### src/rtl/imm_pkg.sv
// Shared definitions for the immediate-generation stage.
// Latency: n/a (types and constants only).
// Backpressure: n/a.
package imm_pkg;

  localparam int XLEN_DEFAULT = 32;

  // Immediate format select carried with each instruction.
  typedef enum logic [2:0] {
    IMM_I   = 3'b000,
    IMM_S   = 3'b001,
    IMM_B   = 3'b010,
    IMM_J   = 3'b011,
    IMM_U   = 3'b100,
    IMM_Z   = 3'b101,
    IMM_SH  = 3'b110,
    IMM_BAD = 3'b111
  } imm_src_e;

  // Stage occupancy: number of held entries (OUT, OUT+SKID).
  typedef enum logic [1:0] {
    ST_EMPTY = 2'b00,
    ST_ONE   = 2'b01,
    ST_FULL  = 2'b10
  } occ_e;

endpackage

### src/rtl/imm_decode.sv
// Combinational RV immediate extender: instr + format select -> XLEN immediate.
// Latency: 0 cycles (pure combinational).
// Backpressure: none; no handshake at this level.
// Ports: instr (32b instruction), imm_src (format), imm (XLEN result),
//        illegal (format 111 selected, imm forced to zero).
module imm_decode
  import imm_pkg::*;
#(
  parameter int XLEN = XLEN_DEFAULT
) (
  input  logic [31:0]     instr,
  input  imm_src_e        imm_src,
  output logic [XLEN-1:0] imm,
  output logic            illegal
);

  // Every format is first assembled as a signed 32-bit value; the final
  // size cast then sign-extends to XLEN. Zero-extended formats keep bit31
  // clear, so the same cast works for them too.
  logic signed [31:0] v32;

  always_comb begin
    v32     = '0;
    illegal = 1'b0;
    case (imm_src)
      IMM_I:  v32 = {{20{instr[31]}}, instr[31:20]};
      IMM_S:  v32 = {{20{instr[31]}}, instr[31:25], instr[11:7]};
      IMM_B:  v32 = {{19{instr[31]}}, instr[31], instr[7], instr[30:25],
                     instr[11:8], 1'b0};
      IMM_J:  v32 = {{11{instr[31]}}, instr[31], instr[19:12], instr[20],
                     instr[30:21], 1'b0};
      IMM_U:  v32 = {instr[31:12], 12'b0};
      IMM_Z:  v32 = {27'b0, instr[19:15]};
      // RV64 shifts take a 6-bit shamt, RV32 only 5 bits.
      IMM_SH: v32 = (XLEN == 64) ? {26'b0, instr[25:20]} : {27'b0, instr[24:20]};
      default: begin
        v32     = '0;
        illegal = 1'b1;
      end
    endcase
  end

  assign imm = XLEN'(v32);

endmodule

### src/rtl/imm_gen_stage.sv
// Pipeline stage: decodes the immediate at the input and holds it in a 2-entry OUT+SKID buffer.
// Latency: 1 cycle from input transfer to out_valid when OUT is empty or draining.
// Backpressure: in_ready is registered (= SKID free); no combinational out_ready -> in_ready path.
// Ports: in_valid/in_ready/in_instr/in_tag/in_imm_src (upstream),
//        out_valid/out_ready/out_imm/out_tag/out_illegal (downstream), flush (sync discard).
module imm_gen_stage
  import imm_pkg::*;
#(
  parameter int XLEN  = XLEN_DEFAULT,
  parameter int TAG_W = 32
) (
  input  logic             clk,
  input  logic             rst_n,
  input  logic             flush,
  input  logic             in_valid,
  output logic             in_ready,
  input  logic [31:0]      in_instr,
  input  logic [TAG_W-1:0] in_tag,
  input  logic [2:0]       in_imm_src,
  output logic             out_valid,
  input  logic             out_ready,
  output logic [XLEN-1:0]  out_imm,
  output logic [TAG_W-1:0] out_tag,
  output logic             out_illegal
);

  typedef struct packed {
    logic             illegal;
    logic [TAG_W-1:0] tag;
    logic [XLEN-1:0]  imm;
  } entry_t;

  entry_t          in_ent;
  entry_t          out_q;
  entry_t          skid_q;
  occ_e            state;
  logic            out_valid_q;
  logic            in_ready_q;
  logic [XLEN-1:0] dec_imm;
  logic            dec_illegal;
  logic            in_xfer;
  logic            out_xfer;

  // Decode before storage so both OUT and SKID hold finished results.
  imm_decode #(.XLEN(XLEN)) u_decode (
    .instr   (in_instr),
    .imm_src (imm_src_e'(in_imm_src)),
    .imm     (dec_imm),
    .illegal (dec_illegal)
  );

  assign in_ent   = '{illegal: dec_illegal, tag: in_tag, imm: dec_imm};
  assign in_xfer  = in_valid && in_ready_q;
  assign out_xfer = out_valid_q && out_ready;

  // out_valid/in_ready are updated alongside the state so both come
  // straight from flops.
  always_ff @(posedge clk or negedge rst_n) begin
    if (!rst_n) begin
      state       <= ST_EMPTY;
      out_q       <= '0;
      skid_q      <= '0;
      out_valid_q <= 1'b0;
      in_ready_q  <= 1'b1;
    end else if (flush) begin
      // Flush wins over any concurrent transfer; a concurrent input is dropped.
      state       <= ST_EMPTY;
      out_valid_q <= 1'b0;
      in_ready_q  <= 1'b1;
    end else begin
      case (state)
        ST_EMPTY: begin
          if (in_xfer) begin
            out_q       <= in_ent;
            state       <= ST_ONE;
            out_valid_q <= 1'b1;
          end
        end
        ST_ONE: begin
          if (in_xfer && !out_xfer) begin
            // OUT stalled: park the newcomer in SKID and close the input.
            skid_q     <= in_ent;
            state      <= ST_FULL;
            in_ready_q <= 1'b0;
          end else if (in_xfer && out_xfer) begin
            out_q <= in_ent;
          end else if (out_xfer) begin
            state       <= ST_EMPTY;
            out_valid_q <= 1'b0;
          end
        end
        ST_FULL: begin
          // in_ready is low here, so only the drain can happen.
          if (out_xfer) begin
            out_q      <= skid_q;
            state      <= ST_ONE;
            in_ready_q <= 1'b1;
          end
        end
        default: begin
          state       <= ST_EMPTY;
          out_valid_q <= 1'b0;
          in_ready_q  <= 1'b1;
        end
      endcase
    end
  end

  assign out_valid   = out_valid_q;
  assign in_ready    = in_ready_q;
  assign out_imm     = out_q.imm;
  assign out_tag     = out_q.tag;
  assign out_illegal = out_q.illegal;

endmodule

### config.mk
export PLATFORM = sky130hd
export DESIGN_NAME = imm_gen_stage
export DESIGN_NICKNAME = d
export VERILOG_FILES = /design/src/rtl/imm_pkg.sv /design/src/rtl/imm_decode.sv /design/src/rtl/imm_gen_stage.sv
export SDC_FILE = /design/constraint.sdc
export NUM_CORES = 1
export LEC_CHECK = 0
export CORE_MARGIN = 2
export CORE_UTILIZATION = 53
export CTS_BUF_LIST = sky130_fd_sc_hd__clkbuf_8
export DETAILED_ROUTE_END_ITERATION = 12
export PLACE_DENSITY = 0.94
export SLEW_MARGIN = 20
export SYNTH_ARGS = -nofsm -noshare
export SYNTH_HDL_FRONTEND = slang
export SYNTH_SLANG_ARGS = --single-unit
### constraint.sdc
create_clock -name clk -period 2.11 [get_ports clk]
set_clock_uncertainty 0.05 [all_clocks]
set_input_delay 0.422 -clock clk [delete_from_list [all_inputs] [get_ports clk]]
set_output_delay 0.422 -clock clk [all_outputs]
set_load 0.02 [all_outputs]
After elaboration in Yosys (flattened, before gate mapping)
Index checks and enable logic that the tools add are counted.
{ "word_totals": {"register_bits": 134} }
{ "op_classes": {"n_reduce_logical": 14, "eq_ne": 22, "mux": 24, "bitwise_logic": 1} }
{ "ops": {"columns": ["operator", "n"], "rows": [
  ["65-bit two-way mux", 4],
  ["32-bit case mux with 7 select lines", 1],
  ["65-bit case mux with 3 select lines", 1],
  ["3-bit != test, second input constant", 6],
  ["2-bit two-way mux", 6],
  ["2-bit != test, second input constant", 6],
  ["3-bit == test, second input constant", 3],
  ["1-bit two-way mux", 9],
  ["4-bit != test, second input constant", 2],
  ["7-bit OR reduction", 1],
  ["3-bit by 2-bit == test with 1-bit output, second input constant", 2],
  ["1-bit case mux with 3 select lines", 2],
  ["2-bit case mux with 3 select lines", 1],
  ["3-bit AND reduction", 2],
  ["6-bit AND reduction", 1],
  ["5-bit AND reduction", 1],
  ["1-bit logical AND", 4],
  ["4-bit AND reduction", 1],
  ["3-bit by 1-bit == test with 1-bit output, second input constant", 1],
  ["3-bit logical NOT", 1],
  ["3-bit nonzero test", 1],
  ["2-bit by 1-bit == test with 1-bit output, second input constant", 1],
  ["2-bit == test, second input constant", 1],
  ["2-bit logical NOT", 1],
  ["2 further kinds", 2]
]} }

Longest topological paths before layout
{ "logic_depth": {"depth_word": 6, "ltp_mapped": 7, "ltp_nobuf": 4} }

Modules after synthesis
Synthesis repeated with hierarchy kept, for this count alone.
{ "hier_totals": {"cells_unflattened": 456, "hier_area_um2": 6457.4} }
{ "modules_own_cells": {"columns": ["module", "seq_area_each_um2", "area_per_inst_um2", "cells_each", "instances"], "rows": [
  ["imm_gen_stage", 3354.5, 5866.9, 374, 1],
  ["imm_decode", 0.0, 590.6, 82, 1]
]} }

Worst setup path before layout
No wires, ideal clock.
{ "synth_path": {"kind": "register to register", "from": "register out_valid_q (netlist: out_valid)", "to": "register out_q, in the netlist out_imm[23]", "path_buffers": 2, "required_time_ns": 1.935, "slack_ns": 0.168, "t_arrival_ns": 1.767, "setup_time_ns": 0.125, "stages_incl_launch_ff": 7, "synth_period_minus_slack_ns": 1.942, "cell_sequence": "dfrtp_1 > and4b_1 > a211oi_4 > or2_4 > buf_12 > buf_12 > mux2_4"} }
{ "synth_via": {"elab_chain_cells": 5, "word_cells_on_any_way": 8, "cone_classes": "3 x eq/ne; 5 x reduce/logical"} }
{ "synth_rtl": {"columns": ["element", "line_no", "source"], "rows": [
  ["from (decl)", "imm_gen_stage.sv:37", "logic out_valid_q;"],
  ["from (signal assigned)", "imm_gen_stage.sv:63", "out_valid_q <= 1'b0;"],
  ["from (signal assigned)", "imm_gen_stage.sv:68", "out_valid_q <= 1'b0;"],
  ["from (signal assigned)", "imm_gen_stage.sv:76", "out_valid_q <= 1'b1;"],
  ["1-bit logical AND (*)", "imm_gen_stage.sv:54", "assign out_xfer = out_valid_q && out_ready;"],
  ["1-bit logical NOT", "imm_gen_stage.sv:80", "if (in_xfer && !out_xfer) begin"],
  ["1-bit logical AND", "imm_gen_stage.sv:80", null],
  ["2-bit != test (no line)", null, null],
  ["6-bit AND reduction (no line) (*)", null, null],
  ["to (signal assigned)", "imm_gen_stage.sv:74", "out_q <= in_ent;"],
  ["to (signal assigned)", "imm_gen_stage.sv:86", "out_q <= in_ent;"],
  ["to (signal assigned)", "imm_gen_stage.sv:95", "out_q <= skid_q;"],
  ["to (decl)", "imm_gen_stage.sv:34", "entry_t out_q;"]
]} }
Mark *: on every way between the ends. The rest lies on a longest branch, timed or not.
A chain may end at the register's enable or synchronous reset.

Worst setup path in the final report
{ "layout_path": {"from": "input in_imm_src[2]", "to": "register out_q, in the netlist out_imm[14]"} }
{ "layout_via": {"elab_chain_cells": 5, "word_cells_on_any_way": 12, "cone_classes": "6 x eq/ne; 5 x mux; 1 x reduce/logical"} }
{ "layout_rtl": {"columns": ["element", "line_no", "source"], "rows": [
  ["from (decl)", "imm_gen_stage.sv:19", "input logic [2:0] in_imm_src,"],
  ["3-bit == test (tied with other cells)", "imm_decode.sv:25", "case (imm_src)"],
  ["32-bit case mux with 7 select lines (*)", "imm_decode.sv:25", null],
  ["65-bit two-way mux", "imm_gen_stage.sv:85", "end else if (in_xfer && out_xfer) begin"],
  ["65-bit two-way mux", "imm_gen_stage.sv:80", null],
  ["65-bit case mux with 3 select lines (*)", "imm_gen_stage.sv:71", "case (state)"]
]} }
Mark *: on every way between the ends. The rest lies on a longest branch, timed or not. The select of a mux whose other input is x is not followed.

==> results.md <==
- Run status: finished clean
- IO buf count: 131
- Total CTS buffers: 17
- Skew-Pair Late Insertion Delay: 0.44 ns
- H-tree Lvls: 4
- Total power draw: 10.1 mW
- Final Cycle Share: 0.942
- CTS max path bufs: 2
- Initial core utilization: 0.538
- Worst-Margin Slew: 0.651 ns
- I/O pin count: 139
- Layout Utilization: 0.713
- Vias: 5445
- Most area-consuming cells after synthesis: dfrtp_1, o21ai_0, mux2_2
- Global placer's final weighted congestion: 0.888
- Total Routed Length: 17.0 mm
- PD cells: 1190 mW/mm^2
- R2R depth: 6
- Switch Pwr: 3.41 mW
- Worst r2r src: state[1]$_DFFE_PN0P_
- Syn Inst Count: 610
- First-pass GRT wire length: 27.7 mm
- Worst r2r dst: out_tag[9]$_DFFE_PN0P_
- Hold WC Path Type: primary input to flip-flop
- VDD IR-drop max: 0.000926 V
- Total GRT Usage: 0.273
- Yosys cell types: 46
- CP arrival: 2.25 ns
- Final Setup Violations: 0
- WS Path Type: primary input to flip-flop
- Register area share after synthesis: 0.524
- Synth Cell Area: 0.00640 mm^2
- Pre-antenna DRT Iters: 5
- R2R Setup Slk: 0.20 ns
- Post-synth top area share: 0.520
- Initial antenna violation count: 0
- RSZ-0062 raised after global routing: no
- Drt wl/cell: 18.7 um
- Die X: 114 um
- Synth area leader: dfrtp_1
- Critical path endpoint category: flip-flop
- Pint: 6.66 mW
- Clock-pin slew on the worst setup and hold paths: 0.07 ns
- Hold path cells: 3
- DP Area: 0.00807 mm^2
- CP required: 2.37 ns
- Crit path max-delay cell type: clkdlybuf4s50_1
- Final-report hold violation count: 0
- Layout Nets: 818
- Reg area: 0.00335 mm^2
- Minimum clock period: 1.99 ns
- Clock sinks: 134
- Core footprint: 0.0119 mm^2
- Switch share: 0.338
- Post-route cell area: 0.00849 mm^2
- Final ANT Viol Nets: 0
- Max-slew headroom: 0.566
- Clk pwr share: 0.214
- CTS tree: yes
- CTS Root Buffer Type: clkbuf_8
- Syn Nets: 682
- Startpoint Class: primary input
- Cell Count, Final, Fillers Out: 906
- DRC: 0
- Number of global-route vias before repair: 5503
- DP Cell Count: 873
- DRT iter0 DRCs: 372
- CP max FO: 16
- Die H: 114 um
- CP max stage delay: 0.64 ns
- Placed wire-length estimate: 11.5 mm
- Post-CTS setup buffer count: 0
- Crit-path cells: clkdlybuf4s50_1 -> buf_4 -> nor2b_1 -> nor2b_1 -> buf_4 -> nor4_1 -> o31ai_1
- Delay-heaviest family, CP: buffers and inverters
- WP buf/inv: 3
- Post-DR vias/cell: 6.01
- Largest net degree at the start of global routing: 49
- Seq cells post-synth: 134
- WHS Endpoint: out_valid$_DFFE_PN0P_
- FMAX: 0.503 GHz
- Pleak: 3.65 nW
- Combinational power share: 0.359
- Die area: 0.0130 mm^2
- Share of post-route cells with drive strength above 1: 0.166
- Final max-slew violation count: 0
- Syn_area_per_cell: 10.5 um^2
- Synth warn: 0
- Row count: 40
- Filler cell count: 809
- Max-Cap Viols: 0
- Seq pwr share: 0.427
- Beginning of the worst hold path: flush
- N_diodes: 0
- Total congestion overflow: 0
- Area growth syn-to-layout: 32.6%
- Footprint of the multi-input gates: 0.00279 mm^2
-- cells in the final DEF, fill, tap and decap left out, drive strengths merged, types with 2 or more instances in the layout --
cell type and instances:
o21a 3, clkdlybuf4s50 128, inv 5, bufinv 2, nor3 10, o31ai 12
clkinv 6, nor4b 8, mux2i 38, o21bai 2, buf 41, nand2 50
nor2 23, a21oi 26, clkbuf 22, nor3b 2, a211oi 2, nand3 4
and4b 2, a221o 2, a22oi 3, nand2b 6, nor2b 6, dfrtp 133
o21ai 139, and3b 7, mux2 46, o211a 3, a41o 7, nor4 7
-- worst register-to-register path, cell delays in order, from the launching register on --
cell and delay [ns]:
dfrtp_1 0.47, and3b_4 0.26, a211oi_4 0.27, buf_4 0.29
buf_12 0.22, o21ai_0 0.15, o21ai_0 0.12
-- cells in the mapped netlist, drive strengths merged --
master / instances
o21ai: 139
dfrtp: 133
nand2: 50
mux2: 46
mux2i: 38
clkbuf: 34
a21oi: 26
nor2: 23
buf: 20
o31ai: 12
nor3: 10
nor4b: 8
a41o: 7
and3b: 7
nor4: 7
nand2b: 6
nor2b: 6
inv: 4
nand3: 4
a22oi: 3
o211a: 3
o21a: 3
a211oi: 2
a221o: 2
and4b: 2
nor3b: 2
o21bai: 2
a22o: 1
a31oi: 1
and2: 1
and4bb: 1
dfstp: 1
nand3b: 1
o22ai: 1
o31a: 1
or2: 1
or2b: 1
xor2: 1
-- logic make-up after synthesis --
family,count (synthesis),share of synthesized area
flip-flops,134,0.524
buffers and inverters,58,0.0442
AO/OA/AOI/OAI,203,0.180
multiplexers,84,0.145
AND/OR/NAND/NOR,130,0.106
XOR/XNOR,1,0.00137
-- final cells by class --
type / count / area share
tap: 147 / 0.0217
timing repair buffer: 171 / 0.205
inverter: 4 / 0.00177
clock inverter: 10 / 0.0119
clock buffer: 22 / 0.0357
multi-input combinational: 418 / 0.329
sequential: 134 / 0.395
-- stage by stage --
stage	TNS (ns)	worst slack, ns	hold WS (ns)
floorplan	0	0.168	0.0764
CTS	0	0.130	0.346
global route	0	0.0747	0.402
finish	0	0.121	0.376
detailed placement	-13.95	-0.342	0.374
global placement	-5.65	-0.188	0.358
-- metal layers --
metal  part of all wire  GRT usage  vias up  wire [um]
li1                   -          -     2474          -
met1               0.40      0.348     2661       6710
met2               0.49      0.443      267       8330
met3              0.091     0.0802       43       1540
met4              0.023      0.106        0        397
met5                  0          0        -          0
-- registers in the layout, summed over array words and instances (netlist names) --
name	count
skid_q	65
in_ready	1
state	2
out_valid	1
out_imm	32
out_tag	32
out_illegal	1
-- power by group through the flow --
stage	sequential, mW	combinational, mW	clock [mW]
CTS	4.28	3.63	2.19
finish	4.30	3.62	2.15
floorplan	4.76	1.36	0
global placement	4.23	3.45	0
global route	4.41	3.91	2.31
detailed placement	4.30	3.61	0
-- worst max path at each step --
| stage | from | to | slack (ns) | cells after the start |
|---|---|---|---|---|
| floorplan | out_valid$_DFFE_PN0P_ | out_imm[23]$_DFFE_PN0P_ | 0.17 | 6 |
| global placement | in_imm_src[2] | out_imm[19]$_DFFE_PN0P_ | -0.19 | 5 |
| CTS | in_imm_src[2] | out_imm[14]$_DFFE_PN0P_ | 0.13 | 5 |
| detailed placement | in_imm_src[2] | out_imm[14]$_DFFE_PN0P_ | -0.34 | 5 |
| global route | in_imm_src[2] | out_imm[12]$_DFFE_PN0P_ | 0.07 | 7 |
| finish | in_imm_src[2] | out_imm[14]$_DFFE_PN0P_ | 0.12 | 7 |
-- timing repair --
action	CTS	global route
pin swaps	0	0
hold buffers	1	0
setup endpoints to repair	1	1
hold endpoints to repair	32	0
resized for setup	1	1
Note: power is estimated with default switching activity, not from simulation.
